**config.mk**
```make
export PLATFORM = sky130hd
export DESIGN_NAME = addsub_serial
export DESIGN_NICKNAME = d
export VERILOG_FILES = /design/src/rtl/addsub_pkg.sv /design/src/rtl/addsub_digit.sv /design/src/rtl/addsub_serial.sv
export SDC_FILE = /design/constraint.sdc
export NUM_CORES = 1
export LEC_CHECK = 0
export CAP_MARGIN = 10
export CORE_MARGIN = 4
export CORE_UTILIZATION = 54
export CTS_BUF_LIST = sky130_fd_sc_hd__clkbuf_2 sky130_fd_sc_hd__clkbuf_4 sky130_fd_sc_hd__clkbuf_8
export CTS_CLUSTER_DIAMETER = 30
export DETAILED_ROUTE_END_ITERATION = 8
export DONT_BUFFER_PORTS = 1
export HOLD_SLACK_MARGIN = 0.03
export PLACE_DENSITY = 0.69
export SETUP_SLACK_MARGIN = 0.4
export SKIP_LAST_GASP = 1
export SLEW_MARGIN = 20
export SYNTH_ARGS = -nofsm -noshare
export SYNTH_HDL_FRONTEND = slang
export SYNTH_HIERARCHICAL = 1
export SYNTH_SLANG_ARGS = --single-unit
```
**constraint.sdc**
```tcl
create_clock -name clk -period 6.7 [get_ports clk]
set_input_delay 1.005 -clock clk [delete_from_list [all_inputs] [get_ports clk]]
set_output_delay 1.005 -clock clk [all_outputs]
set_load 0.03 [all_outputs]
```
**src/rtl/addsub_pkg.sv**
```systemverilog
// -----------------------------------------------------------------------------
// addsub_pkg
// Shared types and elaboration-time helpers for the digit-serial adder/
// subtractor.
//   addsub_state_t : FSM state encoding (IDLE, RUN, DONE)
//   addsub_ndig    : number of digit slices per operation (WIDTH / DIGIT)
//   addsub_max     : most positive signed value for a given width
//   addsub_min     : most negative signed value for a given width
// The limit functions return 64-bit values; callers slice to WIDTH.
// -----------------------------------------------------------------------------
package addsub_pkg;

   typedef enum logic [1:0] {
      IDLE = 2'd0,
      RUN  = 2'd1,
      DONE = 2'd2
   } addsub_state_t;

   function automatic int addsub_ndig(input int width, input int digit);
      return width / digit;
   endfunction

   function automatic logic [63:0] addsub_max(input int width);
      return (64'd1 << (width - 1)) - 64'd1;
   endfunction

   function automatic logic [63:0] addsub_min(input int width);
      return 64'd1 << (width - 1);
   endfunction

endpackage

```
**src/rtl/addsub_digit.sv**
```systemverilog
// -----------------------------------------------------------------------------
// addsub_digit
// Combinational DIGIT-bit ripple-carry slice.
//   x, y : DIGIT-bit addends
//   cin  : carry in
//   s    : DIGIT-bit sum
//   cout : carry out of the top bit
// -----------------------------------------------------------------------------
import addsub_pkg::*;

module addsub_digit #(
   parameter int DIGIT = 4
) (
   input  logic [DIGIT-1:0] x,
   input  logic [DIGIT-1:0] y,
   input  logic             cin,
   output logic [DIGIT-1:0] s,
   output logic             cout
);

   logic [DIGIT:0] c;

   assign c[0] = cin;

   genvar gi;
   generate
      for (gi = 0; gi < DIGIT; gi++) begin : g_bit
         assign s[gi]   = x[gi] ^ y[gi] ^ c[gi];
         assign c[gi+1] = (x[gi] & y[gi]) | (c[gi] & (x[gi] ^ y[gi]));
      end
   endgenerate

   assign cout = c[DIGIT];

endmodule

```
**src/rtl/addsub_serial.sv**
```systemverilog
// -----------------------------------------------------------------------------
// addsub_serial
// Digit-serial signed adder/subtractor, LSB digit first, one DIGIT-bit slice
// per clock, with valid/ready handshakes on input and output.
//   clk, rst            : clock, synchronous active-high reset
//   in_valid / in_ready : operand handshake (a, b, op sampled on accept)
//   a, b                : WIDTH-bit signed operands
//   op                  : 0 = a+b, 1 = a-b
//   out_valid/out_ready : result handshake
//   sum                 : WIDTH-bit signed result, held while out_valid
//   ov                  : signed overflow of the operation
// Optional build macro ADDSUB_SAT_EN: on overflow, sum is clamped to the
// signed limit in the direction of a's sign; otherwise sum wraps.
// -----------------------------------------------------------------------------
import addsub_pkg::*;

module addsub_serial #(
   parameter int WIDTH = 16,
   parameter int DIGIT = 4
) (
   input  logic             clk,
   input  logic             rst,
   input  logic             in_valid,
   output logic             in_ready,
   input  logic [WIDTH-1:0] a,
   input  logic [WIDTH-1:0] b,
   input  logic             op,
   output logic             out_valid,
   input  logic             out_ready,
   output logic [WIDTH-1:0] sum,
   output logic             ov
);

   localparam int NDIG  = addsub_ndig(WIDTH, DIGIT);
   localparam int CNT_W = (NDIG > 1) ? $clog2(NDIG) : 1;
   localparam logic [CNT_W-1:0] LAST_DIG = CNT_W'(NDIG - 1);

   generate
      if ((WIDTH < 2) || (WIDTH > 64) || ((WIDTH % DIGIT) != 0)) begin : g_bad_cfg
         $error("addsub_serial: WIDTH must be 2..64 and a multiple of DIGIT");
      end
   endgenerate

   addsub_state_t    state_reg;
   logic [WIDTH-1:0] a_reg;
   logic [WIDTH-1:0] b_reg;        // already inverted for subtraction
   logic             carry_reg;
   logic [CNT_W-1:0] cnt_reg;
   logic [WIDTH-1:0] res_reg;
   logic             ov_reg;
   logic             sign_a_reg;
   logic             sign_b_reg;   // sign of the effective (possibly inverted) b
   logic             in_ready_reg;
   logic             out_valid_reg;

   logic [DIGIT-1:0] digit_s;
   logic             digit_cout;
   logic [WIDTH-1:0] res_shift;
   logic [WIDTH-1:0] res_final;
   logic             ov_calc;

   addsub_digit #(.DIGIT(DIGIT)) u_digit (
      .x    (a_reg[DIGIT-1:0]),
      .y    (b_reg[DIGIT-1:0]),
      .cin  (carry_reg),
      .s    (digit_s),
      .cout (digit_cout)
   );

   // New digit enters from the MSB side; after NDIG shifts digit 0 sits at LSB.
   generate
      if (NDIG == 1) begin : g_one_digit
         assign res_shift = digit_s;
      end else begin : g_multi_digit
         assign res_shift = {digit_s, res_reg[WIDTH-1:DIGIT]};
      end
   endgenerate

   // Only meaningful on the last digit, when res_shift holds the full result.
   assign ov_calc = (sign_a_reg == sign_b_reg) && (res_shift[WIDTH-1] != sign_a_reg);

`ifdef ADDSUB_SAT_EN
   localparam logic [63:0]      SAT_MAX64 = addsub_max(WIDTH);
   localparam logic [63:0]      SAT_MIN64 = addsub_min(WIDTH);
   localparam logic [WIDTH-1:0] SAT_MAX   = SAT_MAX64[WIDTH-1:0];
   localparam logic [WIDTH-1:0] SAT_MIN   = SAT_MIN64[WIDTH-1:0];

   // Overflow always points the way of a's sign, so that picks the limit.
   assign res_final = ov_calc ? (sign_a_reg ? SAT_MIN : SAT_MAX) : res_shift;
`else
   assign res_final = res_shift;
`endif

   always_ff @(posedge clk) begin
      if (rst) begin
         state_reg     <= IDLE;
         a_reg         <= '0;
         b_reg         <= '0;
         carry_reg     <= 1'b0;
         cnt_reg       <= '0;
         res_reg       <= '0;
         ov_reg        <= 1'b0;
         sign_a_reg    <= 1'b0;
         sign_b_reg    <= 1'b0;
         in_ready_reg  <= 1'b0;
         out_valid_reg <= 1'b0;
      end else begin
         case (state_reg)
            IDLE: begin
               in_ready_reg <= 1'b1;
               if (in_valid && in_ready_reg) begin
                  a_reg        <= a;
                  b_reg        <= op ? ~b : b;
                  carry_reg    <= op;        // +1 completes the two's-complement negate
                  sign_a_reg   <= a[WIDTH-1];
                  sign_b_reg   <= op ? ~b[WIDTH-1] : b[WIDTH-1];
                  cnt_reg      <= '0;
                  in_ready_reg <= 1'b0;
                  state_reg    <= RUN;
               end
            end
            RUN: begin
               a_reg     <= a_reg >> DIGIT;
               b_reg     <= b_reg >> DIGIT;
               carry_reg <= digit_cout;
               cnt_reg   <= cnt_reg + 1'b1;
               if (cnt_reg == LAST_DIG) begin
                  res_reg       <= res_final;
                  ov_reg        <= ov_calc;
                  out_valid_reg <= 1'b1;
                  state_reg     <= DONE;
               end else begin
                  res_reg <= res_shift;
               end
            end
            DONE: begin
               if (out_ready) begin
                  out_valid_reg <= 1'b0;
                  in_ready_reg  <= 1'b1;
                  state_reg     <= IDLE;
               end
            end
            default: begin
               state_reg <= IDLE;
            end
         endcase
      end
   end

   assign in_ready  = in_ready_reg;
   assign out_valid = out_valid_reg;
   assign sum       = res_reg;
   assign ov        = ov_reg;

endmodule

```
==> results.json, run 1 <==
{
  "status": "finished, final reports clean",
  "final.setup.tns_ns": 0,
  "maxCapViolCount": 0,
  "drt-pass1-iter-count": 4,
  "pwr-share-clk": 0.399,
  "drv_slew": 0,
  "clock_path_buffers": 2,
  "switching_share": 0.261,
  "max-slew-margin-rel": 0.289,
  "grt_remaining_overflow": 0,
  "drc_errors": 0,
  "p_leak_nw": 0.977,
  "synth_top_cell_by_area": "dfxtp_1",
  "core_area_sq_um": 4690,
  "antenna_found_initial": 0,
  "place_congestion": 0.678,
  "hold_buffers": 0,
  "cp-end-kind": "flop",
  "final-seq-area_sq_um": 1160,
  "rows": 25,
  "setup_violations": 0,
  "boundaryPins": 56,
  "ant_nets": 0,
  "worstSetupStartpointType": "flop",
  "syn_area_per_cell_sq_um": 8.51,
  "grt_util_all_layers": 0.184,
  "synth-edff-count": 0,
  "cts_tree": "done",
  "clk_pin_slew_worst_paths_ns": 0.06,
  "worstMarginPinSlew_ns": 1.06,
  "netlist_area_sq_um": 2600,
  "hp-class": "flop to flop",
  "fin_crit_sh": 0.371,
  "initial_utilization": 0.555,
  "power_switching_w": 0.000201,
  "irDropWorstVdd_v": 0.000218,
  "port_buffers": 0,
  "cts_made_buffers": 9,
  "worst-path-max-fanout": 3,
  "fmax_mhz": 403,
  "drt_wl_total_mm": 5.20,
  "grt_max_degree": 59,
  "synth_seq_area_share": 0.446,
  "hold_violations": 0,
  "synthTopCellsByArea": "dfxtp_1 45%, a21oi_1 8.5%, nand2_1 6.3%",
  "clock-sinks": 58,
  "drtIter0Drc": 179,
  "synth_fp_nets": 348,
  "critPathKind": "flop to flop",
  "synth.most_common_cell": "dfxtp_1",
  "required_ns": 6.86,
  "async_flop_share": 0,
  "htreeDepth": 3,
  "p_per_area_nw_per_um2": 284,
  "synth_common_cells": "58 x dfxtp_1, 44 x a21oi_1, 44 x nand2_1",
  "num-fill-cells": 438,
  "rsz0062_at_grt": "false",
  "ys_warn_count": 6,
  "critical_path_arrival_ns": 2.65,
  "die_h_um": 77.4,
  "synth_top_area_frac": 0.446,
  "cts_resized": 0,
  "drive_gt1_frac": 0.101,
  "routed_via_density": 5.72,
  "dp_hpwl_mm": 3.21,
  "cts_root_buffer": "clkbuf_8",
  "use_met3": 0.0742,
  "grt_pass1_wl_mm": 8.85,
  "seq_power_share": 0.495,
  "grt_pass1_vias": 2010,
  "ys_ff_latch": 58,
  "dieWidth_um": 77.4,
  "post-route-util": 0.580,
  "grt_busiest_layer": "met2",
  "synth_cell_types": 28,
  "power.internal_w": 0.000571,
  "clk_latency_ns": 0.33,
  "vias": 2007,
  "wl_per_cell_um": 14.8,
  "syn_to_final_growth_pct": 4.47,
  "use_met2": 0.306,
  "fin_worst_skew_ns": 0.00941,
  "dieArea_sq_um": 6000,
  "cts_setup_buffers": 0,
  "combPwrFrac": 0.107,
  "fin_crit_ns": 2.48,
  "syn_inst": 306,
  "antennaDiodeCount": 0,
  "met1_usage": 0.217,
  "ys.flop_type": "dfxtp_1",
  "multiInputGateArea_sq_um": 1250,
  "num-nets-final": 334,
  "p_total_w": 0.000772
}
## layout make-up
class,instances,area share
clock inverters,6,0.0212
inverters,11,0.0152
clock buffers,10,0.0483
well taps,54,0.0248
flip-flops and latches,58,0.427
repair buffers,2,0.00552
multi-input cells,210,0.458
## path summary, 6_finish.rpt
kind	from	depth (start not counted)	slack, ns	end
hold reg to reg	b_reg[12]	2	0.46	b_reg[12]
setup / recovery	b_reg[0]	11	4.22	ov
setup reg to reg	b_reg[0]	11	4.22	ov
hold / removal	b_reg[12]	2	0.46	b_reg[12]
## stage by stage
stage | hold WS [ns] | setup slack (ns) | cells | area (sq um)
floorplan | 0.444 | 4.36 | 306 | 2600
CTS | 0.461 | 4.21 | 351 | 2720
global placement | 0.448 | 4.28 | 335 | 2530
finish | 0.461 | 4.22 | 351 | 2720
global route | 0.480 | 4.03 | 351 | 2720
detailed placement | 0.453 | 4.22 | 335 | 2530
## layer usage
| layer | up-vias | wire (um) |
|---|---|---|
| li1 | 1006 | - |
| met1 | 941 | 2350 |
| met2 | 54 | 2460 |
| met3 | 6 | 334 |
| met4 | 0 | 53 |
| met5 | - | 0 |
## logic make-up (layout without fill, tap and decap cells)
logic type	after synthesis	count (layout)	synth area share
flops	58	58	0.446
buf+inv	38	29	0.0793
xor+xnor	16	16	0.0538
fa+ha+maj	5	5	0.0356
compound gates	62	62	0.139
simple gates	127	127	0.246
## cells in the final DEF, fill, tap and decap left out, drive strengths merged, types with 2 or more instances in the layout
master and n:
fa 4, inv 11, buf 2, a21oi 44, nor3 13, nand2b 3
nor2b 2, xor2 15, dfxtp 58, nand3 22, nor4 12, a22oi 13
nor2 28, nand2 44, clkinv 4, clkbuf 10
## worst max-delay path, cell delays in order, from the launching register on
cell	delay, ns
dfxtp_1	0.33
fa_1	0.41
inv_1	0.07
fa_1	0.16
inv_1	0.05
fa_1	0.35
inv_1	0.07
fa_1	0.41
inv_1	0.10
and3b_1	0.18
a21oi_1	0.11
a311oi_1	0.09
## power by group through the flow
stage                     Sequential, W  Clock (W)  Combinational, W
final                          0.000382   0.000308         0.0000824
after global routing           0.000384   0.000330         0.0000938
after CTS                      0.000382   0.000313         0.0000831
after detailed placement       0.000390          0         0.0000830
after global placement         0.000389          0         0.0000816
after floorplan                0.000386          0         0.0000830
(Power assumes the default switching activity.)
==> inputs of run 2 (changes only) <==
clock period = 2.5 ns   (was 6.7 ns; I/O delays follow)
==> run 2 against run 1 <==
Compared with the run above: non-clock buffer count up 5; sequential cell count unchanged; via count up 0.65%; setup slack worse by 4.1 ns; global-route usage up 0.72 points; worst hold slack worse by 0.35 ns; sequential share of layout area down 0.43 points; core utilization up 0.72 points; total power rose to 2.6 times the previous value; wire length up 0.94%.
==> results.json, run 2 (synthesis results as in run 1) <==
{
  "status": "finished, final reports clean",
  "wl_per_cell_um": 14.7,
  "max-slew-margin-rel": 0.576,
  "num-fill-cells": 449,
  "drive_gt1_frac": 0.146,
  "fmax_mhz": 424,
  "drv_slew": 0,
  "cts_root_buffer": "clkbuf_8",
  "pwr-share-clk": 0.376,
  "p_total_w": 0.00202,
  "antennaDiodeCount": 0,
  "hp-class": "input pin to flop",
  "post_dp_cell_area_sq_um": 2570,
  "irDropWorstVdd_v": 0.000341,
  "setup_violations": 0,
  "port_buffers": 0,
  "power_switching_w": 0.000528,
  "final_common_cell": "dfxtp_1",
  "grt_max_degree": 59,
  "grt_util_all_layers": 0.191,
  "boundaryPins": 56,
  "initial_utilization": 0.555,
  "worstMarginPinSlew_ns": 0.635,
  "whs_path_depth": 1,
  "cts_made_buffers": 9,
  "routed_via_density": 5.67,
  "critical_path_arrival_ns": 2.56,
  "required_ns": 2.70,
  "worstSetupStartpointType": "flop",
  "clock-sinks": 58,
  "reg2reg_depth": 11,
  "power.internal_w": 0.00149,
  "switching_share": 0.261,
  "core_area_sq_um": 4690,
  "grt_remaining_overflow": 0,
  "clk_latency_ns": 0.33,
  "cp-end-kind": "flop",
  "whs_ns": 0.110,
  "grt_pass1_vias": 2006,
  "drt_wl_total_mm": 5.24,
  "maxCapViolCount": 0,
  "seq_power_share": 0.507,
  "hold_violations": 0,
  "clock_path_buffers": 2,
  "syn_to_final_growth_pct": 5.77,
  "p_per_area_nw_per_um2": 734,
  "finalInstanceArea_sq_um": 2750,
  "multiInputGateArea_sq_um": 1250,
  "htreeDepth": 3,
  "dieWidth_um": 77.4,
  "drc_errors": 0,
  "place_ws_ns": 0.108,
  "final-seq-area_sq_um": 1160,
  "dieArea_sq_um": 6000,
  "final_cell_mix": "56 x dfxtp_1, 44 x nand2_1, 44 x a21oi_1",
  "critPathKind": "flop to flop",
  "die_h_um": 77.4,
  "drtIter0Drc": 135,
  "fin_crit_ns": 2.36,
  "dp_hpwl_mm": 3.31,
  "vias": 2020,
  "p_leak_nw": 0.992,
  "path_cells": "fa_2 > inv_2 > fa_2 > inv_2 > fa_2 > inv_2 > fa_1 > inv_2 > and3b_1 > a21oi_1 > a311oi_1",
  "rows": 25,
  "layout.cells.non_filler": 356,
  "ant_nets": 0,
  "clk_pin_slew_worst_paths_ns": 0.06,
  "cts_tree": "done",
  "slowest_stage": "fa_1",
  "fin_crit_sh": 0.944,
  "antenna_found_initial": 0,
  "num-nets-final": 339,
  "setup_ws_ns": 0.141,
  "post-place-cells": 339,
  "drt-pass1-iter-count": 5,
  "fin_worst_skew_ns": 0.00264,
  "path_common_cell": "inv_2",
  "place_congestion": 0.708,
  "slowest_delay_ns": 0.42,
  "grt_pass1_wl_mm": 9.07,
  "rsz0062_at_grt": "true",
  "hold_buffers": 0,
  "worst-path-max-fanout": 2,
  "combPwrFrac": 0.117
}
run 2: cell count changes in the layout (fill, tap and decap cells not counted), moves of 2 or more:
cell	before	now
buf_4	2	7
inv_1	11	7
inv_2	0	4
fa_1	4	1
fa_2	0	3
clkbuf_4	1	3
dfxtp_1	58	56
dfxtp_2	0	2
run 2: metal layers:
layer  track usage  vias to the layer above  share of wire
met5             0                        -              0
met4        0.0747                        0         0.0076
met3        0.0800                        4          0.060
met2         0.301                       57           0.49
met1         0.232                      940           0.45
li1              -                     1019              -
run 2: per-stage QoR:
step / TNS (ns) / util
finish: 0 / 0.587
global route: -0.000255 / 0.587
CTS: 0 / 0.587
detailed placement: 0 / 0.548
global placement: 0 / 0.548
floorplan: 0 / -
run 2: final timing paths:
kind	start	endpoint	slack [ns]
setup / recovery	b_reg[0]	ov	0.14
hold / removal	rst	sum[8]	0.11
setup reg to reg	b_reg[0]	ov	0.14
hold reg to reg	b_reg[9]	b_reg[9]	0.46
run 2: cell type report:
cell class,instances,area share
clock buffers,13,0.0582
clock inverters,3,0.00545
inverters,11,0.0150
multi-input cells,210,0.455
flip-flops and latches,58,0.423
well taps,54,0.0245
repair buffers,7,0.0191
run 2: power groups by stage:
stage          clock (W)  combinational, W  sequential (W)
2_1_floorplan          0          0.000223         0.00104
3_3_place_gp           0          0.000228         0.00104
3_5_place_dp           0          0.000231         0.00104
4_1_cts         0.000784          0.000238         0.00102
5_1_grt         0.000825          0.000266         0.00103
6_report        0.000760          0.000236         0.00102
run 2: repair_timing:
item | in CTS | in global routing
endpoints found under the setup margin | 2 | 2
gates resized for setup | 3 | 0
buffers inserted | 1 | 0
hold endpoints to repair | 0 | 0
pin swaps | 4 | 1
run 2: critical path, delay by kind of cell, from the launching register on:
family | cells | cell delay (ns)
adders and majority gates | 4 | 1.30
DFF | 1 | 0.33
buffers and inverters | 4 | 0.24
AOI/OAI and AO/OA | 2 | 0.20
and+or+nand+nor | 1 | 0.17
==> inputs of run 3 (changes only) <==
CAP_MARGIN = 20   (was 10)
SLEW_MARGIN = default   (was 20)
==> results of run 3 <==
The final DEF is identical to that of run 2; final timing and power are the same.
